### src/rtl/aes_pkg.sv
// Shared types and constants for the AES-256 encryption round controller.
package aes_pkg;

  localparam int AES_NR_256 = 14;
  localparam int AES_DW     = 128;

  typedef logic [127:0] aes_state_t;

  typedef enum logic [1:0] {
    ARK_ONLY = 2'd0,
    FULL     = 2'd1,
    LAST     = 2'd2
  } rnd_mode_t;

  typedef enum logic [1:0] {
    IDLE = 2'd0,
    RUN  = 2'd1,
    DONE = 2'd2
  } ctrl_state_t;

  // Round 0 is the lone AddRoundKey, round nr drops MixColumns.
  function automatic rnd_mode_t mode_for_rnd(input logic [3:0] rnd, input logic [3:0] nr);
    if (rnd == 4'd0) return ARK_ONLY;
    else if (rnd >= nr) return LAST;
    else return FULL;
  endfunction

endpackage

### src/rtl/mod_enc_round_ctrl.sv
// Sequences one AES-256 block through the external round datapath, NR+1 stage passes.
// Latency: out_valid NR+2 cycles after the input handshake, plus one per key stall cycle.
// Backpressure: ciphertext held in DONE until out_ready; blk_count exists with ENC_CTRL_PERF_CNT_EN.
module mod_enc_round_ctrl
  import aes_pkg::*;
#(
  parameter int NR = AES_NR_256,
  parameter int DW = AES_DW
) (
  input  logic          clk,
  input  logic          rst_n,
  input  logic          in_valid,
  output logic          in_ready,
  input  logic [DW-1:0] in_data,
  input  logic          key_valid,
  output logic [3:0]    rnd_key_idx,
  output logic [1:0]    rnd_mode,
  output logic [DW-1:0] rnd_data_o,
  input  logic [DW-1:0] rnd_data_i,
  output logic          out_valid,
  input  logic          out_ready,
  output logic [DW-1:0] out_data,
  output logic          busy
`ifdef ENC_CTRL_PERF_CNT_EN
  ,
  output logic [31:0]   blk_count
`endif
);

  localparam logic [3:0] NR_L = 4'(NR);

  ctrl_state_t state_q;
  logic [3:0]  rnd_q;
  aes_state_t  st_q;

  always_ff @(posedge clk or negedge rst_n) begin
    if (!rst_n) begin
      state_q <= IDLE;
      rnd_q   <= 4'd0;
      st_q    <= '0;
    end else begin
      case (state_q)
        IDLE: begin
          if (in_valid) begin
            st_q    <= in_data;
            rnd_q   <= 4'd0;
            state_q <= RUN;
          end
        end
        RUN: begin
          // A counter beyond NR can only come from corruption; abandon the block.
          if (rnd_q > NR_L) begin
            rnd_q   <= 4'd0;
            state_q <= IDLE;
          end else if (key_valid) begin
            st_q <= rnd_data_i;
            if (rnd_q == NR_L) state_q <= DONE;
            else rnd_q <= rnd_q + 4'd1;
          end
        end
        DONE: begin
          if (out_ready) begin
            rnd_q   <= 4'd0;
            state_q <= IDLE;
          end
        end
        default: begin
          rnd_q   <= 4'd0;
          state_q <= IDLE;
        end
      endcase
    end
  end

  always_comb begin
    in_ready    = (state_q == IDLE);
    out_valid   = (state_q == DONE);
    busy        = (state_q != IDLE);
    rnd_key_idx = rnd_q;
    rnd_mode    = mode_for_rnd(rnd_q, NR_L);
    rnd_data_o  = st_q;
    out_data    = (state_q == DONE) ? st_q : '0;
  end

`ifdef ENC_CTRL_PERF_CNT_EN
  always_ff @(posedge clk or negedge rst_n) begin
    if (!rst_n) blk_count <= 32'd0;
    else if ((state_q == DONE) && out_ready) blk_count <= blk_count + 32'd1;
  end
`endif

endmodule
### config.mk
export PLATFORM = sky130hd
export DESIGN_NAME = mod_enc_round_ctrl
export DESIGN_NICKNAME = d
export VERILOG_FILES = /design/src/rtl/aes_pkg.sv /design/src/rtl/mod_enc_round_ctrl.sv
export SDC_FILE = /design/constraint.sdc
export NUM_CORES = 1
export LEC_CHECK = 0
export BUFFER_PORTS_ARGS = -buffer_cell sky130_fd_sc_hd__buf_2
export CELL_PAD_IN_SITES_DETAIL_PLACEMENT = 0
export CELL_PAD_IN_SITES_GLOBAL_PLACEMENT = 1
export CORE_AREA = 2 2 207 209
export DETAILED_ROUTE_END_ITERATION = 7
export DIE_AREA = 0 0 209 211
export PLACE_DENSITY_LB_ADDON = 0.1
export SYNTH_ARGS = -nofsm -noshare
export SYNTH_HDL_FRONTEND = slang
export SYNTH_SLANG_ARGS = --single-unit
### constraint.sdc
create_clock -name clk -period 3.5 [get_ports clk]
set_input_delay 0.7 -clock clk [delete_from_list [all_inputs] [get_ports clk]]
set_output_delay 0.7 -clock clk [all_outputs]
set_load 0.05 [all_outputs]
### Yosys cells after proc, flatten, opt, wreduce, memory -nomap -nowiden

Index checks and enable logic that the tools add are counted.
W data, S select, Z words.

* bits in registers: 134
* output and inout port bits: 265
* logic and storage cells: 42

* add/subtract/negate cells: 1
* magnitude comparators: 2
* eq/ne operators: 10
* multiplexer cells: 19
* reductions and logical operators: 7

Operators by type and width (count)
* $mux W128: 4
* $pmux W128 S2: 1
* $mux W4: 5
* $mux W2: 7
* $pmux W4 S3: 1
* $reduce_and A4 Y1: 3
* $ne A3 B3 Y1 const B: 3
* $ne A2 B2 Y1 const B: 3
* $pmux W2 S3: 1
* $add A4 B1 Y4 const B: 1
* $eq A4 B4 Y1 const B: 1
* $ge A4 B4 Y1 const B: 1
* $gt A4 B4 Y1 const B: 1
* $logic_not A4 Y1: 1
* $reduce_bool A2 Y1: 2
* $eq A2 B1 Y1 const B: 1
* $eq A2 B2 Y1 const B: 1
* $logic_not A2 Y1: 1
* $ne A2 B1 Y1 const B: 1

### Logic depth before layout (Yosys ltp)

* depth after elaboration: 5
* depth in mapped cells: 8
* depth with buffers taken out: 6

### Worst setup path after synthesis

No wires, ideal clock.

* path kind: register to output
* start: register rnd_q[0], in the netlist rnd_key_idx[0]
* end: output port rnd_mode[0]
* arrival: 2301 ps
* required time: 2800 ps
* setup slack: 499 ps
* stages on the path, launching flop included: 5
* path through: dfrtp_1 inv_1 ha_1 o211a_1 a21oi_1

* word-level cells in the longest chain between the ends: 3
* elaborated cells on any way between the ends: 4
* those cells by class: 1 x order compare; 2 x mux; 1 x reduce/logical

Ends and longest elaborated chain
* start: declaration: line mod_enc_round_ctrl.sv:33 `logic [3:0] rnd_q;`
* start signal: assignment: line mod_enc_round_ctrl.sv:58 `else rnd_q <= rnd_q + 4'd1;`
* $ge A4 B4 Y1: line aes_pkg.sv:24 `else if (rnd >= nr) return LAST;`
* $mux W2: line aes_pkg.sv:24
* $mux W2 (*): line aes_pkg.sv:23 `if (rnd == 4'd0) return ARK_ONLY;`
* end: declaration: line mod_enc_round_ctrl.sv:17 `output logic [1:0] rnd_mode,`

Every way passes the cells marked *; elsewhere a longest branch is shown, timed or not.

### Final worst setup path

* start: register state_q[1]
* end: output port out_data[71]

* word-level cells in the longest chain between the ends: 2

Ends and longest elaborated chain
* start: declaration: line mod_enc_round_ctrl.sv:32 `ctrl_state_t state_q;`
* start signal: assignment: line mod_enc_round_ctrl.sv:38 `state_q <= IDLE;`
* start signal: assignment: line mod_enc_round_ctrl.sv:47 `state_q <= RUN;`
* start signal: assignment: line mod_enc_round_ctrl.sv:54 `state_q <= IDLE;`
* $eq A2 B2 Y1: line mod_enc_round_ctrl.sv:82 `out_data = (state_q == DONE) ? st_q : '0;`
* $mux W128: line mod_enc_round_ctrl.sv:82
* end: declaration: line mod_enc_round_ctrl.sv:22 `output logic [DW-1:0] out_data,`

Every way passes these cells.

==> impl_metrics.env <==
export IMPL_outcome="completed"
export IMPL_critPathKind="reg -> out"
export IMPL_wirelength_um=32800
export IMPL_fin_worst_skew_ns=0.00909
export IMPL_ctsRootBufferMaster="clkbuf_16"
export IMPL_ir_drop_uv=502
export IMPL_synth_cells=885
export IMPL_drt_iter0_markers=256
export IMPL_hpwl_um=24400
export IMPL_cp_max_fo=64
export IMPL_grt_setup_unrepaired="false"
export IMPL_die_h_um=211
export IMPL_synth_adder_area_share_pct=0.530
export IMPL_leakage_uw=0.00568
export IMPL_drcViolationCount=0
export IMPL_worst_pin_slew_ns=0.813
export IMPL_clk_pin_slew_ns=0.06
export IMPL_die_width_um=209
export IMPL_htree_levels=4
export IMPL_arrival_ns=2.08
export IMPL_via_per_inst=4.06
export IMPL_period_needed_ns=2.78
export IMPL_place_port_buffers=525
export IMPL_fmax_mhz=360
export IMPL_met2_usage_pct=25.6
export IMPL_post_cts_buffers=0
export IMPL_pin_count=526
export IMPL_syn_nets=1149
export IMPL_setup_worst_path_end_class="output port"
export IMPL_grt_max_degree=134
export IMPL_max_slew_margin_rel_pct=45.8
export IMPL_period_share_pct=79.4
export IMPL_synth_compound_area_share_pct=12.6
export IMPL_syn_area_um2=7090
export IMPL_synth_seq_area_share_pct=47.3
export IMPL_dr_pass1_iters=4
export IMPL_synth_simple_area_share_pct=33.3
export IMPL_overflow=0
export IMPL_drtAntennaViolNets=0
export IMPL_grt_pass1_wl_um=48100
export IMPL_vias=7810
export IMPL_cts_buffers=17
export IMPL_core_area_um2=41800
export IMPL_wl_per_cell_um=17.1
export IMPL_synthMuxAreaShare_pct=0.282
export IMPL_start_util_pct=17.0
export IMPL_placementRows=75
export IMPL_grt_pass1_vias=7477
export IMPL_ctsHoldBuffers=0
export IMPL_ys_warnings_count=0
export IMPL_use_met1_pct=17.4
export IMPL_use_met3_pct=4.34
export IMPL_cts_max_path_buffers=2
export IMPL_syn_to_final_growth_pct=52.8
export IMPL_gp_congestion=0.727
export IMPL_grt_busiest_layer="met2"
export IMPL_antenna_found_initial=6
export IMPL_synth_avg_cell_area_um2=8.01
export IMPL_power_uw=11600
export IMPL_drive_gt1_share_pct=41.6
export IMPL_dieArea_um2=44100
export IMPL_cap_violations=0
export IMPL_pwr_density_cell_nw_per_um2=1070
export IMPL_clock_latency_ns=0.43
export IMPL_yosysUniqueCellTypes=31
export IMPL_ys_seq_elements=134
export IMPL_worst_ep_required_time_ns=2.80
export IMPL_postLayoutCellArea_um2=10800
export IMPL_cts_resized=0
export IMPL_track_usage_pct=14.6
export IMPL_drv_slew=0
export IMPL_final_nets=1637
export IMPL_ff2ff_setup_slack_ns=1.18
export IMPL_worst_setup_path_start_kind="register"
export IMPL_setup_tns_ns=0
export IMPL_cts_tree="done"
export IMPL_hold_viol=0
export IMPL_synth_top_family_by_area="simple AND/OR/NAND/NOR gates"
export IMPL_cts_sinks=134
export IMPL_dpl_cell_area_um2=10200
export IMPL_setup_viol=0
export IMPL_holdCritPathClass="in -> async"
export IMPL_synth_xor_area_share_pct=0
==> report_power, final <==
group          switching (uW)  internal [uW]
combinational            4920           1560
sequential                775           2350
clock                     735           1250
==> final cells by class <==
cell class	instances	area, um2
clock buffers	23	478
diodes	1	2.50
flip-flops and latches	134	3350
fillers	4754	30900
well taps	539	674
inverters	4	15.0
repair buffers	541	2830
clock inverters	9	148
multi-input cells	675	3330
==> layout by cell type (no fill, tap or decap), types with 4 or more instances in the layout <==
| cell type | count |
|---|---|
| dfrtp_1 | 134 |
| nor2_1 | 131 |
| bufinv_16 | 4 |
| nand2_1 | 260 |
| inv_1 | 4 |
| a31oi_1 | 128 |
| clkbuf_16 | 17 |
| buf_4 | 10 |
| buf_12 | 6 |
| buf_2 | 524 |
| clkinv_2 | 4 |
| and2_1 | 128 |
==> cell usage after synthesis, drive strengths merged <==
cell type  number  share of area, %
nor2          131               6.9
and2          128                11
nand2         260                14
o211a           1              0.14
nor4            1             0.088
nor3            1             0.071
inv             4              0.21
a32o            2              0.44
nand4           1             0.088
nor2b           2              0.18
nor3b           1              0.11
a211o           2              0.25
a21oi           2              0.14
a22o            1              0.12
dfrtp         134                47
nand3           2              0.14
mux2i           2              0.28
a31oi         128                11
clkbuf         41               2.2
o21ai           1             0.071
nand4b          1              0.21
ha              3              0.53
buf            31               3.6
o22ai           1             0.088
nand2b          4              0.46
==> per-layer routing <==
metal | share of wire [%] | routed length, um
met5 | 0.15 | 48
met4 | 0.97 | 320
met3 | 6.7 | 2200
met2 | 50 | 16500
met1 | 42 | 13800
==> cells by family (layout without fill, tap and decap cells) <==
family / count (synthesis) / count (layout)
other cells: 0 / 1
compound gates: 138 / 138
mux: 2 / 2
simple gates: 532 / 532
fa+ha+maj: 3 / 3
flops: 134 / 134
buf+inv: 76 / 577
==> stage by stage <==
stage               instances  setup WS [ns]  utilization (%)  hold slack (ns)
finish                   1926          0.721             25.9           0.0836
global route             1925          0.548             25.9           0.0633
CTS                      1925          0.636             25.9           0.0552
detailed placement       1893           1.14             24.4            0.544
global placement         1893           1.16             24.4            0.547
floorplan                 885          0.499                -            0.404
==> final timing paths <==
path                                          endpoint                        from  cells past startpoint
max in group asynchronous   rnd_data_o[65]$_DFFE_PN0P_                       rst_n                      2
min in group clk           rnd_data_o[127]$_DFFE_PN0P_             rnd_data_i[127]                      3
hold reg to reg             rnd_data_o[93]$_DFFE_PN0P_  rnd_data_o[93]$_DFFE_PN0P_                      2
hold / removal             rnd_data_o[117]$_DFFE_PN0P_                       rst_n                      1
setup / recovery                          out_data[71]      state_q[1]$_DFFE_PN0P_                      4
setup reg to reg            rnd_data_o[61]$_DFFE_PN0P_  rnd_key_idx[0]$_DFFE_PN0P_                      7
==> state kept, by name (all words and copies together), names as in the netlist <==
name         count
rnd_key_idx      4
state_q          2
rnd_data_o     128
==> worst max-delay path: stages (launching register included) <==
cell and delay [ns]:
dfrtp_1 0.48, nor2b_4 0.21, buf_4 0.41, and2_1 0.21
buf_2 0.27
(Power assumes the default switching activity.)
